--- src/rtl/host_mem_link.sv ---
// host_mem_link: host-side command master driving top_control's external IRAM/DRAM port.
// Two-word commands load memories, run the core for N*RUN_SCALE cycles, or stream DRAM back.
module host_mem_link #(
  parameter int ADDR_W    = 9,
  parameter int DATA_W    = 16,
  parameter int WR_SETUP  = 2,
  parameter int WR_PULSE  = 4,
  parameter int RD_LAT    = 5,
  parameter int RUN_SCALE = 256
) (
  input  logic              clock,
  input  logic              reset,
  input  logic [DATA_W-1:0] cmd_data,
  input  logic              cmd_valid,
  output logic              cmd_ready,
  output logic [DATA_W-1:0] rsp_data,
  output logic              rsp_valid,
  input  logic              rsp_ready,
  output logic              start,
  output logic              start_2,
  output logic              start_3,
  output logic              start_4,
  output logic [ADDR_W-1:0] addr_ext,
  output logic              iram_write_ext,
  output logic              dram_write_ext,
  output logic              read_en_ext,
  output logic [DATA_W-1:0] Data_in_ins,
  output logic [DATA_W-1:0] Data_in_dram,
  input  logic [DATA_W-1:0] dram_in
);
  typedef enum logic [3:0] {
    IDLE, ARG, MODE_ON, DATA, SETUP, PULSE, HOLD, RUN, RD_REQ, RD_WAIT, RD_SEND, MODE_OFF, ACK
  } state_t;
  state_t state, state_n;
  logic [3:0] op, op_n, cmd_op;
  logic err, err_n, active;
  logic [ADDR_W-1:0] addr, addr_n;
  logic [DATA_W-1:0] cnt, cnt_n, ins, ins_n, dram, dram_n, rd, rd_n;
  logic [31:0] tmr, tmr_n;
  assign cmd_op = cmd_data[DATA_W-1:DATA_W-4];
  always_ff @(posedge clock or posedge reset)
    if (reset) begin
      state <= IDLE;
      op <= '0;
      err <= 1'b0;
      addr <= '0;
      cnt <= '0;
      tmr <= '0;
      ins <= '0;
      dram <= '0;
      rd <= '0;
    end else begin
      state <= state_n;
      op <= op_n;
      err <= err_n;
      addr <= addr_n;
      cnt <= cnt_n;
      tmr <= tmr_n;
      ins <= ins_n;
      dram <= dram_n;
      rd <= rd_n;
    end
  always_comb begin
    state_n = state;
    op_n = op;
    err_n = err;
    addr_n = addr;
    cnt_n = cnt;
    tmr_n = tmr;
    ins_n = ins;
    dram_n = dram;
    rd_n = rd;
    case (state)
      IDLE: if (cmd_valid) begin
        op_n = cmd_op;
        addr_n = cmd_data[ADDR_W-1:0];
        err_n = cmd_op == 4'd0 || cmd_op > 4'd4;
        state_n = err_n ? ACK : ARG;
      end
      ARG: if (cmd_valid) begin
        cnt_n = cmd_data;
        state_n = cmd_data == '0 ? ACK : MODE_ON;
      end
      MODE_ON: begin
        // mode cycle counts toward the run budget, so RUN lasts one cycle less
        tmr_n = 32'(cnt) * 32'(RUN_SCALE) - 32'd2;
        state_n = op == 4'd3 ? RUN : op == 4'd4 ? RD_REQ : DATA;
      end
      DATA: if (cmd_valid) begin
        ins_n = op == 4'd1 ? cmd_data : ins;
        dram_n = op == 4'd2 ? cmd_data : dram;
        tmr_n = 32'(WR_SETUP - 1);
        state_n = SETUP;
      end
      SETUP: begin
        tmr_n = tmr == '0 ? 32'(WR_PULSE - 1) : tmr - 32'd1;
        state_n = tmr == '0 ? PULSE : SETUP;
      end
      PULSE: begin
        tmr_n = tmr - 32'd1;
        state_n = tmr == '0 ? HOLD : PULSE;
      end
      HOLD: begin
        addr_n = addr + ADDR_W'(1);
        cnt_n = cnt - DATA_W'(1);
        state_n = cnt == DATA_W'(1) ? MODE_OFF : DATA;
      end
      RUN: begin
        tmr_n = tmr - 32'd1;
        state_n = tmr == '0 ? MODE_OFF : RUN;
      end
      RD_REQ: begin
        tmr_n = 32'(RD_LAT - 1);
        state_n = RD_WAIT;
      end
      RD_WAIT: begin
        tmr_n = tmr - 32'd1;
        rd_n = tmr == '0 ? dram_in : rd;
        state_n = tmr == '0 ? RD_SEND : RD_WAIT;
      end
      RD_SEND: if (rsp_ready) begin
        addr_n = addr + ADDR_W'(1);
        cnt_n = cnt - DATA_W'(1);
        state_n = cnt == DATA_W'(1) ? MODE_OFF : RD_REQ;
      end
      MODE_OFF: state_n = ACK;
      ACK: if (rsp_ready) state_n = IDLE;
      default: state_n = IDLE;
    endcase
  end
  assign active = state inside {MODE_ON, DATA, SETUP, PULSE, HOLD, RUN, RD_REQ, RD_WAIT, RD_SEND};
  assign start = active && op == 4'd3;
  assign start_2 = active && op == 4'd1;
  assign start_3 = active && op == 4'd2;
  assign start_4 = active && op == 4'd4;
  assign cmd_ready = state inside {IDLE, ARG, DATA};
  assign rsp_valid = state inside {RD_SEND, ACK};
  assign rsp_data = state == RD_SEND ? rd : state == ACK ? (err ? 16'hE000 : {4'hA, op, 8'h00}) : '0;
  assign iram_write_ext = state == PULSE && op == 4'd1;
  assign dram_write_ext = state == PULSE && op == 4'd2;
  assign read_en_ext = state inside {RD_REQ, RD_WAIT};
  assign addr_ext = addr;
  assign Data_in_ins = ins;
  assign Data_in_dram = dram;
endmodule

--- config.mk ---
export PLATFORM = sky130hd
export DESIGN_NAME = host_mem_link
export DESIGN_NICKNAME = d
export VERILOG_FILES = /design/src/rtl/host_mem_link.sv
export SDC_FILE = /design/constraint.sdc
export NUM_CORES = 1
export LEC_CHECK = 0
export ABC_AREA = 1
export ABC_CLOCK_PERIOD_IN_PS = 4950
export CAP_MARGIN = 20
export CORE_UTILIZATION = 24
export CTS_CLUSTER_SIZE = 28
export DETAILED_ROUTE_END_ITERATION = 12
export PLACE_DENSITY = 0.5
export SYNTH_ARGS = -nofsm -noshare
export SYNTH_HDL_FRONTEND = slang
export SYNTH_SLANG_ARGS = --single-unit
--- constraint.sdc ---
create_clock -name clock -period 4.95 [get_ports clock]
set_clock_uncertainty 0.15 [all_clocks]
set_input_delay 0.495 -clock clock [delete_from_list [all_inputs] [get_ports clock]]
set_output_delay 0.495 -clock clock [all_outputs]
set_load 0.01 [all_outputs]
Word-level counts from Yosys, hierarchy flattened
Index checks and enable logic that the tools add are counted.
{ "classes": {"add_sub_neg": 4, "order_cmp": 1, "n_eq_ne": 22, "n_mux": 28, "n_reduce_logical": 27} }
{ "ops": {"columns": ["op", "count"], "rows": [
  ["32-bit case mux with 5 select lines", 1],
  ["16-bit two-way mux", 4],
  ["32-bit two-way mux", 2],
  ["4-bit case mux with 13 select lines", 1],
  ["16-bit case mux with 3 select lines", 1],
  ["4-bit two-way mux", 11],
  ["32-bit zero test", 1],
  ["32-bit by 1-bit subtractor with 32-bit output (second input constant)", 1],
  ["9-bit case mux with 3 select lines", 1],
  ["24-bit by 2-bit subtractor with 25-bit output (second input constant)", 1],
  ["4-bit by 3-bit == test with 1-bit output (second input constant)", 5],
  ["4-bit == test (second input constant)", 5],
  ["9-bit two-way mux", 2],
  ["16-bit by 1-bit == test with 1-bit output (second input constant)", 1],
  ["4-bit by 2-bit == test with 1-bit output (second input constant)", 4],
  ["16-bit zero test", 1],
  ["16-bit by 1-bit subtractor with 16-bit output (second input constant)", 1],
  ["15-bit two-way mux", 1],
  ["3-bit AND reduction", 4],
  ["2-bit != test (second input constant)", 5],
  ["9-bit by 1-bit adder with 9-bit output (second input constant)", 1],
  ["3-bit nonzero test", 3],
  ["9-bit nonzero test", 1],
  ["4-bit by 1-bit == test with 1-bit output (second input constant)", 2],
  ["11 further kinds", 22]
]} }
{ "totals": {"register_bits": 114, "in_bits": 36, "output_inout_bits": 66, "elab_cells": 91} }

Logic depth before layout (Yosys ltp)
{ "logic_depth": {"depth_word": 5, "depth_mapped": 14} }

Worst setup path after synthesis
OpenSTA, ideal clock, no wires.
{ "synth_path": {"path_kind": "flip-flop to output port", "from": "register state[1]", "to": "output rsp_data[11]", "arrival_time_ns": 1.234, "required_time_ns": 4.305, "path_slack_ns": 3.071, "stages_incl_launch_ff": 5, "path_buffers": 1, "cell_sequence": "dfrtp_1 buf_4 nor2_2 nand2_1 o31ai_1"} }
{ "synth_via": {"elab_chain_len": 3, "word_cells_on_any_way": 4, "classes_between": "eq/ne (2); mux (2)"} }
{ "synth_rtl": {"columns": ["element", "line", "text"], "rows": [
  ["from (decl)", "34", "state_t state, state_n;"],
  ["from (signal assigned)", "53", "state <= state_n;"],
  ["4-bit == test", "138", "assign rsp_data = state == RD_SEND ? rd : state == ACK ? (err ? 16'hE000 : {4'hA, op, 8'h00}) : '0;"],
  ["16-bit two-way mux", "138", null],
  ["16-bit two-way mux (*)", "138", null],
  ["to (decl)", "16", "output logic [DATA_W-1:0] rsp_data,"]
]} }
Mark *: on every way between the ends. The rest lies on a longest branch, timed or not.

Worst setup path after layout
{ "layout_path": {"from": "register state[1]", "to": "output rsp_data[9]"} }
Same word-level chain as after synthesis.

==> flow_metrics.tcl <==
set metrics [dict create \
    status "complete, no violations" \
    yosys_warnings 0 \
    regArea_sq_um 2850 \
    hp-class "register to register" \
    fmax_mhz 329 \
    critPathMaxStageDelay_ns 0.60 \
    max-vdd-ir-drop_uv 279 \
    r2r-start "tmr[0]" \
    grt_use_total_pct 14.9 \
    critPathBufInv 1 \
    worstPathMaxFanout 9 \
    vias 6554 \
    setup_violations 0 \
    final.setup.tns_ns 0 \
    die_area_sq_um 29200 \
    fin_nets 1117 \
    antenna_left 0 \
    worst_r2r_path_depth 15 \
    synth_area_sq_um 6850 \
    synth_top_area_share_pct 41.7 \
    required_ns 4.30 \
    die_h_microns 171 \
    antenna_cells 0 \
    hold_start "rd[10]" \
    crit_path_start_kind "register" \
    power_mw 5.34 \
    max_slew_margin_pct 39.2 \
    numCtsBuffers 17 \
    min_path_cells 2 \
    grt_max_degree 49 \
    yosys_most_used_dff "dfrtp_1" \
    drive_above_1_share_pct 7.44 \
    vias_per_cell 4.47 \
    fin_crit_ns 3.04 \
    fill_cells 3098 \
    seq_area_frac_synth_pct 41.7 \
    crit_family "buffers and inverters" \
    synth_cell_types 43 \
    dp_hpwl_mm 14.9 \
    slew_viol_final 0 \
    syn2layout_area_growth_pct 28.8 \
    worst_slew_pin_slew_ns 0.912 \
    ys_top_cells_by_count "262 x nand2_1, 182 x nor2_1, 114 x dfrtp_1" \
    clockBufferDepth 2 \
    drc_errors 0 \
    cts.sinks 114 \
    yosysMostFrequentCell "nand2_1" \
    cts_hold_buf 0 \
    multi_input_area_sq_um 3450 \
    root_buffer "clkbuf_16" \
    synth_edf_count 0 \
    clkTransAtPathRegs_ns 0.07 \
    placementRows 61 \
    avgSynthCellArea_sq_um 7.01 \
    max_cap_viol_count 0 \
    p_leak_nw 3.99 \
    portBuffers 101 \
    slowest_stage "clkdlybuf4s50_1" \
    cp_data_arrival_time_ns 2.40 \
    synth_fp_nets 1017 \
    cts_tree "yes" \
    hold_viol_final 0 \
    r2r_end "tmr[18]" \
    drt-pass1-iter-count 5 \
    die_x_microns 171 \
    grt_pass1_wl_mm 34.0 \
    power_density_nw_per_um2 606 \
    io_pins 102 \
    worstSetupPathType "register to output port" \
    coreArea_sq_um 27900 \
    cts_resized 0 \
    htree_levels 4 \
    wl_mm 20.5 \
    grt_pass1_vias 6416 \
    cts_setup_buffers 0 \
    ys_ff_latch 114 \
    cp-end-kind "output port" \
    reg2reg_slack_ns 2.38 \
    grt_overflow 0 \
    first_iter_violations 367 \
    synthTopCellsByArea "dfrtp_1 42%, nand2_1 14%, nor2_1 10%, inv_1 5.3%, nand3_1 4.9%" \
    async_flop_share_pct 100 \
    antenna_found_initial 0 \
    initial_core_util_pct 24.5 \
    clk_latency_ns 0.43 \
    rsz0062_at_grt "no" \
    synth_top_area_cell "dfrtp_1" \
    gp_congestion 0.943 \
    period_share_pct 61.5 \
    syn_inst 976 \
    cp_cell_sequence "nor2_2, nand2_1, o31ai_1, clkdlybuf4s50_1" \
    routedWlPerCell_microns 14.0 \
    whs_endpoint "rd[10]" \
]
-- layer usage --
layer	routed length, microns	track usage (%)	vias to the layer above
li1	-	-	3319
met1	9930	20.1	3061
met2	9290	23.5	150
met3	855	3.03	24
met4	397	5.24	0
met5	0	0	-
-- worst max-delay path by stage --
stage	from	end	slack, ns	depth (start not counted)
floorplan	reset	Data_in_dram[0]	1.29	1
global placement	cmd_valid	addr_ext[6]	2.33	8
detailed placement	cmd_valid	addr_ext[6]	2.33	8
CTS	state[1]	rsp_data[11]	1.91	4
global route	state[1]	rsp_data[8]	1.75	4
finish	state[1]	rsp_data[9]	1.91	4
-- cells in the final DEF (no fill, tap or decap), types with 7 or more instances in the layout --
| cell type | netlist | final |
|---|---|---|
| inv_1 | 96 | 95 |
| nand2_1 | 262 | 262 |
| a21oi_1 | 50 | 50 |
| xor2_1 | 13 | 13 |
| clkdlybuf4s50_1 | 0 | 101 |
| o21ai_0 | 61 | 61 |
| nor2_2 | 9 | 9 |
| clkbuf_16 | 0 | 17 |
| dfrtp_1 | 114 | 114 |
| nand4_1 | 14 | 14 |
| nor2_1 | 182 | 182 |
| nand3_1 | 67 | 67 |
| a21oi_2 | 7 | 7 |
| xnor2_1 | 9 | 9 |
-- through the flow --
| step | setup slack [ns] | cells | hold slack, ns | utilization (%) | cell area, sq um |
|---|---|---|---|---|---|
| after floorplan | 1.29 | 976 | 0.292 | - | 6850 |
| after global placement | 2.33 | 1434 | 0.306 | 29.4 | 8220 |
| after detailed placement | 2.33 | 1434 | 0.309 | 29.4 | 8220 |
| after CTS | 1.91 | 1466 | 0.324 | 31.5 | 8790 |
| after global routing | 1.75 | 1467 | 0.338 | 31.6 | 8820 |
| final | 1.91 | 1467 | 0.319 | 31.6 | 8820 |
-- power breakdown --
group          internal (mW)  switching (mW)  total, mW
Clock                  0.713           0.502       1.21
Combinational          0.944            1.56       2.50
Sequential              1.28           0.353       1.63
-- flip-flops by register name, indices dropped and copies added, names as in the netlist --
name and cells:
cnt 16, addr_ext 9, state 4, err 1
op 4, rd 16, Data_in_ins 16, tmr 32
Data_in_dram 16
-- tightest hold or removal path, stage by stage (launching register included) --
cell and delay [ns]:
dfrtp_1 0.34, nand2_1 0.05, nand2_1 0.04
-- layout make-up --
cell class                 instances  area share [%]
sequential                       114            32.3
timing repair buffer             107            12.2
clock inverter                    13            1.45
clock buffer                      19            5.02
inverter                         104            4.51
multi-input combinational        732            39.1
tap                              378            5.36
-- kinds of logic after synthesis --
family | count (synthesis) | synth area share [%]
xor+xnor | 22 | 2.81
simple gates | 559 | 34.5
compound gates | 146 | 12.0
buf+inv | 130 | 8.10
fa+ha+maj | 5 | 0.914
flops | 114 | 41.7
Note: power is estimated with default switching activity, not from simulation.
